### src/rtl/token_rr_scheduler_pkg.sv
// Shared constants and helpers for the token round-robin scheduler.
//   DIV_RESET : decimation ratio after reset (pure halving)
//   norm_div  : maps a requested ratio to its stored value (0 and 1 both mean "pass all")
//   next_ptr  : round-robin successor of a requester index
package token_sched_pkg;

  localparam int unsigned DIV_RESET = 2;

  // Ratios below 1 are meaningless; clamp to 1.
  function automatic int unsigned norm_div(input int unsigned cfg);
    return (cfg < 1) ? 1 : cfg;
  endfunction

  // Index after idx, wrapping at n.
  function automatic int unsigned next_ptr(input int unsigned idx, input int unsigned n);
    return (idx + 1 >= n) ? 0 : idx + 1;
  endfunction

endpackage

### src/rtl/token_rr_scheduler_if.sv
// Token scheduler bus: serial token in, config, requests; decimated token out, grants, drop count.
//   master : token source / consumer bank side
//   slave  : scheduler side
interface token_rr_scheduler_if #(
  parameter int unsigned N_REQ = 4,
  parameter int unsigned DIV_W = 4,
  parameter int unsigned CNT_W = 8
);
  logic             a;
  logic             cfg_load;
  logic [DIV_W-1:0] cfg_div;
  logic [N_REQ-1:0] req;
  logic             b;
  logic [N_REQ-1:0] gnt;
  logic [CNT_W-1:0] drop_cnt;

  modport master (output a, cfg_load, cfg_div, req, input  b, gnt, drop_cnt);
  modport slave  (input  a, cfg_load, cfg_div, req, output b, gnt, drop_cnt);
endinterface

### src/rtl/token_rr_scheduler_rr_arbiter.sv
// Combinational round-robin arbiter.
//   req     : request vector
//   ptr     : highest-priority index for this search
//   en      : grant enable (a token is being handed out)
//   gnt     : one-hot grant, zero when !en or no request
//   gnt_idx : index of the first request at or above ptr (modulo N_REQ)
//   any     : at least one request is asserted
module rr_arbiter #(
  parameter  int unsigned N_REQ = 4,
  localparam int unsigned PTR_W = (N_REQ > 1) ? $clog2(N_REQ) : 1
) (
  input  logic [N_REQ-1:0] req,
  input  logic [PTR_W-1:0] ptr,
  input  logic             en,
  output logic [N_REQ-1:0] gnt,
  output logic [PTR_W-1:0] gnt_idx,
  output logic             any
);

  logic        found;
  int unsigned idx;

  // Rotating search starting at ptr; the first hit wins.
  always_comb begin
    gnt     = '0;
    gnt_idx = '0;
    found   = 1'b0;
    idx     = 0;
    any     = |req;
    for (int unsigned k = 0; k < N_REQ; k++) begin
      idx = (32'(ptr) + k) % N_REQ;
      if (!found && req[PTR_W'(idx)]) begin
        found   = 1'b1;
        gnt_idx = PTR_W'(idx);
      end
    end
    if (en && found) gnt[gnt_idx] = 1'b1;
  end

endmodule

### src/rtl/token_rr_scheduler.sv
// Serial token decimator with round-robin distribution.
// Passes one of every div_reg tokens on bus.a (zero latency onto bus.b) and grants
// each passed token to a requester in round-robin order; passed tokens with no
// requester are counted in a saturating drop counter.
//   clk, rst : clock and asynchronous active-low reset
//   bus      : slave side of token_rr_scheduler_if
module token_rr_scheduler
  import token_sched_pkg::*;
#(
  parameter int unsigned N_REQ = 4,
  parameter int unsigned DIV_W = 4,
  parameter int unsigned CNT_W = 8
) (
  input  logic clk,
  input  logic rst,
  token_rr_scheduler_if.slave bus
);

  localparam int unsigned PTR_W = (N_REQ > 1) ? $clog2(N_REQ) : 1;

  logic [DIV_W-1:0] div_reg_q, div_reg_d;
  logic [DIV_W-1:0] tok_cnt_q, tok_cnt_d;
  logic [PTR_W-1:0] ptr_q, ptr_d;
  logic [CNT_W-1:0] drop_cnt_q, drop_cnt_d;

  logic             at_last;
  logic             pass;
  logic             any;
  logic [PTR_W-1:0] gnt_idx;
  logic [N_REQ-1:0] arb_gnt;

  // Token passes when it is the last of the current group; rst gating keeps
  // outputs low during reset independent of state.
  assign at_last = (tok_cnt_q == div_reg_q - DIV_W'(1));
  assign pass    = bus.a & at_last & rst;

  rr_arbiter #(.N_REQ(N_REQ)) u_arb (
    .req     (bus.req),
    .ptr     (ptr_q),
    .en      (pass),
    .gnt     (arb_gnt),
    .gnt_idx (gnt_idx),
    .any     (any)
  );

  assign bus.b        = pass;
  assign bus.gnt      = arb_gnt;
  assign bus.drop_cnt = drop_cnt_q;

  // Next-state: the current token is judged with the old ratio even if a load arrives.
  always_comb begin
    div_reg_d  = div_reg_q;
    tok_cnt_d  = tok_cnt_q;
    ptr_d      = ptr_q;
    drop_cnt_d = drop_cnt_q;

    if (bus.a) tok_cnt_d = at_last ? '0 : tok_cnt_q + DIV_W'(1);

    if (bus.cfg_load) begin
      div_reg_d = DIV_W'(norm_div(32'(bus.cfg_div)));
      tok_cnt_d = '0;
    end

    if (pass && any) ptr_d = PTR_W'(next_ptr(32'(gnt_idx), N_REQ));

    if (pass && !any && (drop_cnt_q != '1)) drop_cnt_d = drop_cnt_q + CNT_W'(1);
  end

  // State registers.
  always_ff @(posedge clk or negedge rst) begin
    if (!rst) begin
      div_reg_q  <= DIV_W'(DIV_RESET);
      tok_cnt_q  <= '0;
      ptr_q      <= '0;
      drop_cnt_q <= '0;
    end else begin
      div_reg_q  <= div_reg_d;
      tok_cnt_q  <= tok_cnt_d;
      ptr_q      <= ptr_d;
      drop_cnt_q <= drop_cnt_d;
    end
  end

endmodule

### src/flat_wrapper.sv
// flat-port wrapper written by rule: the top's interface ports become plain ports
module token_rr_scheduler_flat import token_sched_pkg::*;
#(
  parameter int unsigned N_REQ = 4,
  parameter int unsigned DIV_W = 4,
  parameter int unsigned CNT_W = 8
)
  (clk, rst, bus_a, bus_cfg_load, bus_cfg_div, bus_req, bus_b, bus_gnt, bus_drop_cnt);
  token_rr_scheduler_if #(.N_REQ(N_REQ), .DIV_W(DIV_W), .CNT_W(CNT_W)) bus_i ();
  input  logic clk;
  input  logic rst;
  input wire logic [$bits(bus_i.a)-1:0] bus_a;
  input wire logic [$bits(bus_i.cfg_load)-1:0] bus_cfg_load;
  input wire logic [$bits(bus_i.cfg_div)-1:0] bus_cfg_div;
  input wire logic [$bits(bus_i.req)-1:0] bus_req;
  output wire logic [$bits(bus_i.b)-1:0] bus_b;
  output wire logic [$bits(bus_i.gnt)-1:0] bus_gnt;
  output wire logic [$bits(bus_i.drop_cnt)-1:0] bus_drop_cnt;
  assign bus_i.a = bus_a;
  assign bus_i.cfg_load = bus_cfg_load;
  assign bus_i.cfg_div = bus_cfg_div;
  assign bus_i.req = bus_req;
  assign bus_b = bus_i.b;
  assign bus_gnt = bus_i.gnt;
  assign bus_drop_cnt = bus_i.drop_cnt;
  token_rr_scheduler #(.N_REQ(N_REQ), .DIV_W(DIV_W), .CNT_W(CNT_W)) u_core (.clk(clk), .rst(rst), .bus(bus_i));
endmodule
### config.mk
export PLATFORM = sky130hd
export DESIGN_NAME = token_rr_scheduler_flat
export DESIGN_NICKNAME = d
export VERILOG_FILES = /design/src/rtl/token_rr_scheduler_pkg.sv /design/src/rtl/token_rr_scheduler_if.sv /design/src/rtl/token_rr_scheduler_rr_arbiter.sv /design/src/rtl/token_rr_scheduler.sv /design/src/flat_wrapper.sv
export SDC_FILE = /design/constraint.sdc
export NUM_CORES = 1
export LEC_CHECK = 0
export CAP_MARGIN = 20
export CORE_MARGIN = 2
export CORE_UTILIZATION = 40
export CTS_CLUSTER_SIZE = 10
export DETAILED_ROUTE_END_ITERATION = 8
export PLACE_DENSITY = 0.78
export SYNTH_ARGS = -nofsm -noshare
export SYNTH_HDL_FRONTEND = slang
export SYNTH_SLANG_ARGS = --single-unit
### constraint.sdc
create_clock -name clk -period 6.9 [get_ports clk]
set_input_delay 1.38 -clock clk [delete_from_list [all_inputs] [get_ports clk]]
set_output_delay 1.38 -clock clk [all_outputs]
set_load 0.02 [all_outputs]
==> flow_summary.yaml <==
outcome:
  status: "complete, no violations"
final_layout:
  layout_commonest_cell: "clkdlybuf4s50_1"
  final_nets: 152
  final_cell_mix: "clkdlybuf4s50_1 (24), dfrtp_1 (17), inv_1 (8), mux2_2 (8), ha_1 (7)"
  syn_to_final_growth_pct: 26.2
  utilization: 0.525
  finalInstanceArea_sq_um: 1440
  fill_cells: 244
  num_antenna_cells: 0
  drive_above_1_share: 0.159
worst_hold_path:
  holdPathStages: 1
  hold_path.class: "flip-flop to flip-flop"
placed_design:
  io_buffers: 24
  hpwl_um: 1750
  place.gp.congestion: 0.746
  pre_cts_slack_ps: 1880
  place_area_sq_um: 1410
die:
  fp-row-count: 19
  io_pins: 25
  initial_core_util: 0.416
  die_area_sq_um: 3290
  fp.coreArea_sq_um: 2730
  die_h_um: 57.3
  die_w_um: 57.3
worst_setup_path:
  crit_required_ps: 5520
  worst_r2r_path_depth: 7
  worstSetupPathType: "input pin to primary output"
  arrival_ps: 3620
  setup.worst_path.start_class: "input pin"
  end_kind: "primary output"
  worst-path-max-fanout: 19
synth:
  synthAdderAreaFrac: 0.0770
  syn_inst: 105
  seq_area_frac_synth: 0.397
  synthMuxAreaShare: 0.0924
  synth_top_family_by_area: "simple AND/OR/NAND/NOR gates"
  yosysUniqueCellTypes: 36
  synth_nets: 124
  ys_ff_latch: 18
  yosys_warnings: 0
  synth-xor-area-share: 0.0968
  yosys-top-cells-area: "dfrtp_1 (37%), mux2_2 (7.9%), ha_1 (7.7%)"
  synth_compound_area_frac: 0.0847
  netlist.area_leader.share: 0.374
  synth.avg_cell_area_sq_um: 10.8
  yosysTopAreaCell: "dfrtp_1"
  synth-simple-area-share: 0.212
  syn-cell-area_sq_um: 1140
clock_network:
  clk_pin_slew_worst_paths_ps: 100
  cts_hold_buffers: 0
  cts.path.max_buffers: 2
  clk_latency_ps: 300
  cts_max_level: 1
  post_cts_resized: 0
  root_buffer: "clkbuf_4"
  cts_tree: "done"
  cts_setup_buffers: 0
  cts.sinks: 18
  cts_buffers: 3
sta:
  rsz0062_at_grt: "false"
  setup_viol: 0
  hold_viol_final: 0
  worst_pin_slew_ps: 493
  hold_slack_ps: 519
  worst_slack_ps: 1900
  maxSlewHeadroom: 0.669
  slew_viol_final: 0
  tns_ps: 0
  fmax_mhz: 200
  final.setup_skew_ps: 8.50
  fin_crit_ps: 5000
  timing.final.crit_share: 0.725
routing:
  viasPerCell: 5.26
  wirelength_um: 2120
  remaining_drc_errors: 0
  dr.first_iter.drc_count: 12
  vias: 857
  ant_nets: 0
  wire_per_inst_um: 13.0
  drt-pass1-iter-count: 4
job:
  max-cap-violations: 0
global_routing:
  grt_first_pass_wirelength_um: 3790
  antenna_found_initial: 0
  grt_pass1_vias: 856
  grt_max_degree: 20
  grt_overflow: 0
  track_usage: 0.154
pwr:
  p_seq_frac: 0.506
  p_int_w: 0.000173
  power_density_nw_per_um2: 172
  p_comb_frac: 0.275
  p_leak_nw: 0.648
  clock_power_share: 0.220
  p_sw_frac: 0.301
  p_sw_w: 0.0000744
  ir_drop_mv: 0.119
## final cells by class
class | count | area, sq um | share of cell area
multi-input cells | 77 | 641 | 0.446
well taps | 31 | 38.8 | 0.0270
flip-flops and latches | 18 | 452 | 0.315
clock buffers | 4 | 26.3 | 0.0183
repair buffers | 25 | 248 | 0.173
inverters | 8 | 30.0 | 0.0209
## sequential cells by signal, summed over array words and instances (netlist names)
signal               count
u_core.div_reg_q         4
u_core.tok_cnt_q         4
u_core.bus.drop_cnt      8
u_core.ptr_q             2
## final timing paths
kind,from,slack [ps],to
min,u_core.bus.drop_cnt[3]$_DFFE_PN0P_,520,u_core.bus.drop_cnt[3]$_DFFE_PN0P_
max reg2reg,u_core.div_reg_q[1]$_DFFE_PN1P_,4480,u_core.ptr_q[1]$_DFFE_PN0P_
max in group asynchronous,rst,5240,u_core.div_reg_q[1]$_DFFE_PN1P_
min in group asynchronous,rst,1390,u_core.bus.drop_cnt[0]$_DFFE_PN0P_
min reg2reg,u_core.bus.drop_cnt[3]$_DFFE_PN0P_,520,u_core.bus.drop_cnt[3]$_DFFE_PN0P_
max,rst,1900,bus_gnt[0]
## per-stage QoR
stage | std cells | power, W
4_1_cts | 163 | 0.000251
3_3_place_gp | 159 | 0.000190
5_1_grt | 163 | 0.000266
3_5_place_dp | 159 | 0.000197
2_1_floorplan | 105 | 0.000170
6_report | 163 | 0.000247
## cell usage after synthesis
| cell type | n |
|---|---|
| clkbuf_1 | 1 |
| dfrtp_1 | 17 |
| and2b_2 | 1 |
| o21ai_0 | 5 |
| a22o_1 | 2 |
| and3_1 | 1 |
| nor3_2 | 2 |
| a221o_1 | 1 |
| nand2_1 | 4 |
| ha_1 | 7 |
| xnor2_1 | 6 |
| or4bb_1 | 1 |
| a21oi_1 | 4 |
| mux2_4 | 1 |
| inv_1 | 8 |
| and4_1 | 1 |
| o21a_1 | 1 |
| nor4_4 | 1 |
| nor3_1 | 2 |
| mux2_2 | 8 |
| or4_4 | 1 |
| xor2_1 | 4 |
| o31ai_1 | 1 |
| o22a_1 | 1 |
| buf_6 | 1 |
| nor2b_1 | 1 |
| nor2_1 | 5 |
| nand3_2 | 1 |
| xnor3_1 | 1 |
| nand3_1 | 4 |
| and2_1 | 4 |
| nand2b_1 | 2 |
| nand4_1 | 2 |
| dfstp_2 | 1 |
| nor3b_1 | 1 |
| nor3_4 | 1 |
## kinds of logic after synthesis
kind of cell,count (synthesis)
multiplexers,9
AND/OR/NAND/NOR,35
buffers and inverters,10
flip-flops,18
AO/OA/AOI/OAI,15
adder cells (fa/ha/maj),7
XOR/XNOR,11
## critical path, cell delays in order
cell             delay, ps
clkdlybuf4s50_1        450
buf_4                  250
nand2_1                120
nor3_1                 400
and2b_2                280
and2_1                 130
clkdlybuf4s50_1        590
## routing by layer
layer | share of wire | GRT usage
met1 | 0.40 | 0.164
met2 | 0.54 | 0.274
met3 | 0.032 | 0.0363
met4 | 0.022 | 0.0897
met5 | 0 | 0
## power groups by stage
stage | Sequential, W | Combinational (W) | Clock [W]
final | 0.000125 | 0.0000679 | 0.0000543
after global routing | 0.000127 | 0.0000767 | 0.0000617
after CTS | 0.000125 | 0.0000694 | 0.0000565
after detailed placement | 0.000127 | 0.0000693 | 0
after global placement | 0.000127 | 0.0000625 | 0
after floorplan | 0.000126 | 0.0000446 | 0
No activity file was read; power rests on OpenSTA's default activity.
